==> src/rtl/gap_broadcast.sv <==
// gap_broadcast: loads a CH-element channel vector, then streams it as an H_OUT x W_OUT x CH map in HWC order.
module gap_broadcast #(
  parameter int H_OUT = 8,
  parameter int W_OUT = 8,
  parameter int CH    = 56,
  parameter int DW    = 32
) (
  input  logic                 clk,
  input  logic                 rst,
  input  logic                 in_valid,
  output logic                 in_ready,
  input  logic signed [DW-1:0] in_data,
  output logic                 out_valid,
  input  logic                 out_ready,
  output logic signed [DW-1:0] out_data,
  output logic                 out_last,
  output logic                 busy
);
  localparam int HW = H_OUT > 1 ? $clog2(H_OUT) : 1;
  localparam int WW = W_OUT > 1 ? $clog2(W_OUT) : 1;
  localparam int CW = CH > 1 ? $clog2(CH) : 1;
  typedef enum logic {LOAD, EMIT} state_t;
  state_t state_q;
  logic signed [DW-1:0] vec_mem [CH];
  logic [CW-1:0] ld_cnt_q, c_q, c_d;
  logic [WW-1:0] w_q, w_d;
  logic [HW-1:0] h_q, h_d;
  logic in_ready_q, out_valid_q, out_last_q, busy_q;
  logic signed [DW-1:0] out_data_q;
  logic c_end, w_end, h_end, last_d, accept, fire;
  always_comb begin
    c_end  = c_q == CW'(CH - 1);
    w_end  = w_q == WW'(W_OUT - 1);
    h_end  = h_q == HW'(H_OUT - 1);
    c_d    = c_end ? '0 : c_q + 1'b1;
    w_d    = c_end ? (w_end ? '0 : w_q + 1'b1) : w_q;
    h_d    = (c_end && w_end) ? (h_end ? '0 : h_q + 1'b1) : h_q;
    last_d = (h_d == HW'(H_OUT - 1)) && (w_d == WW'(W_OUT - 1)) && (c_d == CW'(CH - 1));
    accept = in_valid && in_ready_q;
    fire   = out_valid_q && out_ready;
  end
  always_ff @(posedge clk)
    if (!rst && accept) vec_mem[ld_cnt_q] <= in_data;
  always_ff @(posedge clk) begin
    if (rst) begin
      state_q     <= LOAD;
      ld_cnt_q    <= '0;
      h_q         <= '0;
      w_q         <= '0;
      c_q         <= '0;
      in_ready_q  <= 1'b0;
      out_valid_q <= 1'b0;
      out_last_q  <= 1'b0;
      out_data_q  <= '0;
      busy_q      <= 1'b0;
    end else if (state_q == LOAD) begin
      in_ready_q <= 1'b1;
      if (accept) begin
        if (ld_cnt_q == CW'(CH - 1)) begin
          ld_cnt_q    <= '0;
          state_q     <= EMIT;
          in_ready_q  <= 1'b0;
          out_valid_q <= 1'b1;
          // channel 0 is still being written when the vector is one element long
          out_data_q  <= (ld_cnt_q == '0) ? in_data : vec_mem[0];
          out_last_q  <= (H_OUT == 1) && (W_OUT == 1) && (CH == 1);
          busy_q      <= 1'b1;
        end else begin
          ld_cnt_q <= ld_cnt_q + 1'b1;
        end
      end
    end else if (fire) begin
      h_q        <= h_d;
      w_q        <= w_d;
      c_q        <= c_d;
      out_data_q <= vec_mem[c_d];
      out_last_q <= last_d;
      if (out_last_q) begin
        state_q     <= LOAD;
        out_valid_q <= 1'b0;
        out_last_q  <= 1'b0;
        in_ready_q  <= 1'b1;
        busy_q      <= 1'b0;
      end
    end
  end
  assign in_ready  = in_ready_q;
  assign out_valid = out_valid_q;
  assign out_data  = out_data_q;
  assign out_last  = out_last_q;
  assign busy      = busy_q;
endmodule

==> config.mk <==
export PLATFORM = sky130hd
export DESIGN_NAME = gap_broadcast
export DESIGN_NICKNAME = d
export VERILOG_FILES = /design/src/rtl/gap_broadcast.sv
export SDC_FILE = /design/constraint.sdc
export NUM_CORES = 2
export LEC_CHECK = 0
export CORE_MARGIN = 2
export CORE_UTILIZATION = 29
export DETAILED_ROUTE_END_ITERATION = 8
export GPL_ROUTABILITY_DRIVEN = 0
export HOLD_SLACK_MARGIN = 0.1
export PLACE_DENSITY = 0.44
export SETUP_SLACK_MARGIN = 0.3
export SLEW_MARGIN = 20
export SYNTH_ARGS = -nofsm -noshare
export SYNTH_HDL_FRONTEND = slang
export SYNTH_SLANG_ARGS = --single-unit
==> constraint.sdc <==
create_clock -name clk -period 5.95 [get_ports clk]
set_clock_uncertainty 0.2 [all_clocks]
set_input_delay 1.4875 -clock clk [delete_from_list [all_inputs] [get_ports clk]]
set_output_delay 1.4875 -clock clk [all_outputs]
set_load 0.01 [all_outputs]
-- Yosys cells after proc, flatten, opt, wreduce, memory -nomap -nowiden
Memory sizes are Yosys's and may differ from the RTL's.
Cells that the tools add are included.
- flip-flop bits (word level): 54
- memory bits (read-only): 0
- input bits: 36
- latch bits: 0
- memories kept: 1
- RAM bits: 1792
- $lt $le $gt $ge: 0
- div/mod/pow operators: 0
- $mul: 0
- add/subtract/negate cells: 4
- bitwise gates (word level): 1
- equal/unequal tests: 9
- shift-type cells: 0
- reduce and logical (&&, ||, !) cells: 15
- mux-type cells: 33
- memories (memory ; words ; bits a word ; rd ports ; clocked after memory_dff ; wr ports ; RTL line ; RTL):
    vec_mem ; 56 ; 32 ; 2 ; 0 ; 1 ; 24 ; logic signed [DW-1:0] vec_mem [CH];
- operators with widths (kind ; number):
    $mux 32 ; 5
    $mux 1 ; 22
    $eq 6x6->1 const B ; 3
    $add 6x1->6 const B ; 2
    $eq 3x3->1 const B ; 4
    $mux 3 ; 4
    $mux 6 ; 2
    $add 3x1->3 const B ; 2
    $logic_and 1x1->1 ; 6
    $logic_not 6->1 ; 1
    $reduce_and 2->1 ; 3
    $ne 2x1->1 const B ; 2
    $reduce_and 4->1 ; 1
    $reduce_bool 2->1 ; 2
    $reduce_and 3->1 ; 1
    $logic_not 1->1 ; 1
    $not 1->1 ; 1

-- Depth between registers and ports, before layout
- depth in word-level cells: 9
- gate-level depth with buffers: 16
- gate-level depth less buffers: 9

-- Worst setup path before layout
Ideal clock, no wire load.
- path type: input to register
- start point: input port in_valid
- end point: memory vec_mem[24][0] (enable)
- library setup time: 0.502 ns
- path buffers: 0
- stages: 4
- arrival time: 5.141 ns
- setup slack: 0.107 ns
- path through: nand2_1 nor3_1 nand3_1 nor4_1
- word-level cells in the longest chain between the ends: 4
- RTL lines (item ; RTL line ; RTL):
    start, declared ; 10 ; input logic in_valid,
    $logic_and 1x1->1 ; 39 ; accept = in_valid && in_ready_q;
    $logic_and 1x1->1 ; 43 ; if (!rst && accept) vec_mem[ld_cnt_q] <= in_data;
    $mux 1 ; 43 ;
    $mux 1 (not written as such) ; 43 ;
    end, declared ; 24 ;
No other way between the ends.

-- Worst setup path in the final report
- start point: register c_q[0]
- end point: register out_data_q[4] (netlist: out_data[4])
- word-level cells in the longest chain between the ends: 5
- elaborated cells between the ends (all ways): 6
- those cells by class: add/sub: 1; eq/ne: 1; mux: 3; memory: 1
- RTL lines (item ; RTL line ; RTL):
    start, declared ; 25 ; logic [CW-1:0] ld_cnt_q, c_q, c_d;
    start signal, assigned ; 50 ; c_q <= '0;
    start signal, assigned ; 75 ; c_q <= c_d;
    $add 6x1->6 or $eq 6x6->1 (tied branches) ; 35, 32 ;
    $mux 6 * ; 35 ; c_d = c_end ? '0 : c_q + 1'b1;
    $mem_v2 56x32 * ; n/a ;
    $mux 32 * ; 72 ; end else if (fire) begin
    $mux 32 * ; 56 ; end else if (state_q == LOAD) begin
    end signal, assigned ; 65 ; out_data_q <= (ld_cnt_q == '0) ? in_data : vec_mem[0];
    end signal, assigned ; 76 ; out_data_q <= vec_mem[c_d];
    end, declared ; 29 ; logic signed [DW-1:0] out_data_q;
Every way passes the cells marked *; elsewhere a longest branch is shown, timed or not. The select of a mux whose other input is x is not followed.
A chain may end at the register's enable or synchronous reset.

==> run_results.csv <==
group,metric,value,unit
grt,antenna_found_initial,22,
cts,clock_latency,0.88,ns
worst_setup_path,critical_path_class,"reg2reg",
timing,holdWs,0.289,ns
timing,rsz0062_at_grt,"false",
placement,placed_cells,8060,
logic_synthesis,yosys.area_share.simple,9.62,%
grt,grt_usage,21.2,%
logic_synthesis,ys_seq_area_share,75.2,%
logic_synthesis,syn_inst,4692,
drt,drtAntennaViolNets,0,
logic_synthesis,synth_fp_nets,4736,
worst_setup_path,critPathMaxFanout,39,
timing,fin_ws,0.551,ns
timing,period_needed,5.40,ns
worst_setup_path,crit_buf_inv,2,
logic_synthesis,synth_top_flop_cell,"edfxtp_1",
floorplanning,initial_utilization,29.1,%
power,vdd_ir_drop_max,0.000259,V
logic_synthesis,synth_compound_area_share,5.03,%
worst_setup_path,cp_common_cell,"nor4_1",
cts,cts_hold_buffers,0,
worst_setup_path,worstSetupEndpointType,"flip-flop",
worst_setup_path,crit_chain,"inv_1 -> ha_4 -> nand2_1 -> buf_4 -> o22ai_1 -> nor4_1 -> nor4_1 -> o221ai_1 -> o21ai_0",
timing,hold_viol_final,0,
cts,clkSinkCount,1846,
cts,cts_buffer_depth,3,
timing,fin_setup_tns,0,ns
drt,first_pass_iters,6,
logic_synthesis,synth_xor_area_share,0.0720,%
timing,tightest_slew,1.16,ns
hold_path,hold_path_class,"reg2reg",
timing,fmax,185,MHz
grt,grt_pass1_wl,377000,um
cells_and_area,final_cells,8439,
worst_setup_path,slowest_delay,0.96,ns
logic_synthesis,ys_types,79,
worst_setup_path,worst_ep_required_time,6.54,ns
worst_setup_path,cp_slowest_cell,"dfxtp_1",
logic_synthesis,syn-mean-instance-area,15.6,um2
timing,max_slew_margin,22.1,%
logic_synthesis,synthAdderAreaFrac,0.137,%
placement,dp_hpwl,160000,um
floorplanning,dieArea,256000,um2
logic_synthesis,netlist_area,73000,um2
cells_and_area,layout-drive-gt1-share,15.2,%
logic_synthesis,ys_async_sr_fraction,0,%
grt,grt-ovfl-total,0,
job,drv_cap,0,
drt,drc,0,
cells_and_area,utilization,34.1,%
drt,avgViaCountPerCell,5.31,
logic_synthesis,ys_warn_count,0,
cts,ctsResizeCount,0,
logic_synthesis,yosysTopAreaCellShare,73.7,%
power,power_density,315,nW/um2
floorplanning,die_y,506,um
drt,vias,44800,
drt,wl_per_cell,32.9,um
cells_and_area,finalInstanceArea,85600,um2
cts,htreeDepth,4,
logic_synthesis,synthTopCellsByArea,"edfxtp_1 74%, nand2_1 5.1%, mux4_2 3.5%, mux2i_1 3.1%, nand3_1 2.2%",
floorplanning,io_pins,72,
worst_setup_path,crit_arrival,5.98,ns
drt,routed_wl,278000,um
placement,port_buffers,71,
logic_synthesis,synth-edff-count,1792,
cells_and_area,layout.nets,4959,
logic_synthesis,synth.cells.most_frequent,"1,792 x edfxtp_1, 988 x nand2_1, 322 x nand3_1",
status,outcome,"complete, no violations",
grt,grt_max_degree,78,
logic_synthesis,synth.most_common_cell,"edfxtp_1",
cells_and_area,area_growth,17.2,%
cts,clk_pin_slew_worst_paths,0.06,ns
floorplanning,rows,184,
cts,postCtsSetupBuffers,0,
grt,grt_pass1_vias,43500,
drt,drtIter0Drc,5150,
logic_synthesis,ys_seq_elements,1846,
worst_setup_path,cp_top_family,"simple AND/OR/NAND/NOR gates",
floorplanning,die_x,506,um
cts,cts_buffers,200,
timing,min_period_over_period,90.7,%
power,p_leak,26.9,nW
logic_synthesis,synth_top_family_by_area,"simple AND/OR/NAND/NOR gates",
floorplanning,core,251000,um2
timing,setup_viol,0,
logic_synthesis,synth_top_cell_by_area,"edfxtp_1",
logic_synthesis,muxShareOfSynthArea,7.53,%
worst_setup_path,crit_path_start_kind,"flip-flop",
cts,ctsRootBufferMaster,"clkbuf_16",
placement,dp_slack,0.602,ns
power,total_power,27.0,mW
placement,placed_cell_area,79100,um2
cts,cts_tree,"yes",
timing,slew_violations,0,
==> registers in the layout, indices dropped and copies added, names as in the netlist <==
register  flops
state_q       1
ld_cnt_q      6
busy          1
out_last      1
in_ready      1
out_data     32
vec_mem    1792
h_q           3
w_q           3
c_q           6
==> power by group <==
| group | switching (mW) | internal (mW) |
|---|---|---|
| Sequential | 0.00837 | 14.3 |
| Combinational | 0.284 | 0.0508 |
| Clock | 5.26 | 7.10 |
==> cell usage in the layout (no fill, tap or decap), drive strengths merged, types with 6 or more instances in the layout <==
cell type / count
o211ai: 16
clkinv: 71
a31oi: 104
and2: 6
o21ai: 57
nand2: 989
bufinv: 15
nor2: 115
buf: 280
a32oi: 88
nor3: 38
a211oi: 26
mux4: 130
o22ai: 19
a22oi: 10
a221oi: 19
a311oi: 11
mux2i: 228
a21oi: 91
clkbuf: 277
nor4: 16
mux2: 20
o2111ai: 14
dfxtp: 54
clkdlybuf4s50: 38
inv: 14
nand3: 324
o311ai: 8
ha: 8
nor2b: 6
a2111oi: 13
a32o: 7
and3: 19
nand4: 86
edfxtp: 1792
or3: 18
==> logic make-up after synthesis <==
| group | Yosys count |
|---|---|
| compound gates | 520 |
| xor+xnor | 6 |
| fa+ha+maj | 8 |
| buf+inv | 304 |
| flops | 1846 |
| mux | 378 |
| simple gates | 1630 |
==> final cells by class <==
| type | instances | area, um2 |
|---|---|---|
| inverters | 7 | 26.3 |
| diodes | 5 | 12.5 |
| flip-flops and latches | 1846 | 54900 |
| clock inverters | 96 | 958 |
| repair buffers | 318 | 3070 |
| multi-input cells | 2542 | 16900 |
| fillers | 24300 | 165000 |
| clock buffers | 277 | 5510 |
| well taps | 3348 | 4190 |
==> worst paths after layout <==
check                           slack, ns   start     endpoint  cells after the start
worst min-delay path                 0.29  h_q[1]       h_q[1]                      2
worst max-delay path                 0.55  c_q[0]  out_data[4]                      9
worst min register to register       0.29  h_q[1]       h_q[1]                      2
worst max register to register       0.55  c_q[0]  out_data[4]                      9
==> worst min-delay path, cell delays in order (launching register included) <==
cell and delay (ns):
dfxtp_1 0.33, nand2_1 0.06, a21oi_1 0.05
==> routing by layer <==
| layer | GRT usage, % | share of wire (%) | vias to the layer above |
|---|---|---|---|
| met5 | 0 | 0.027 | - |
| met2 | 33.8 | 47 | 1791 |
| met4 | 6.37 | 3.1 | 10 |
| li1 | - | - | 18700 |
| met1 | 29.8 | 44 | 24000 |
| met3 | 3.43 | 6.2 | 387 |
(Power assumes the default switching activity.)
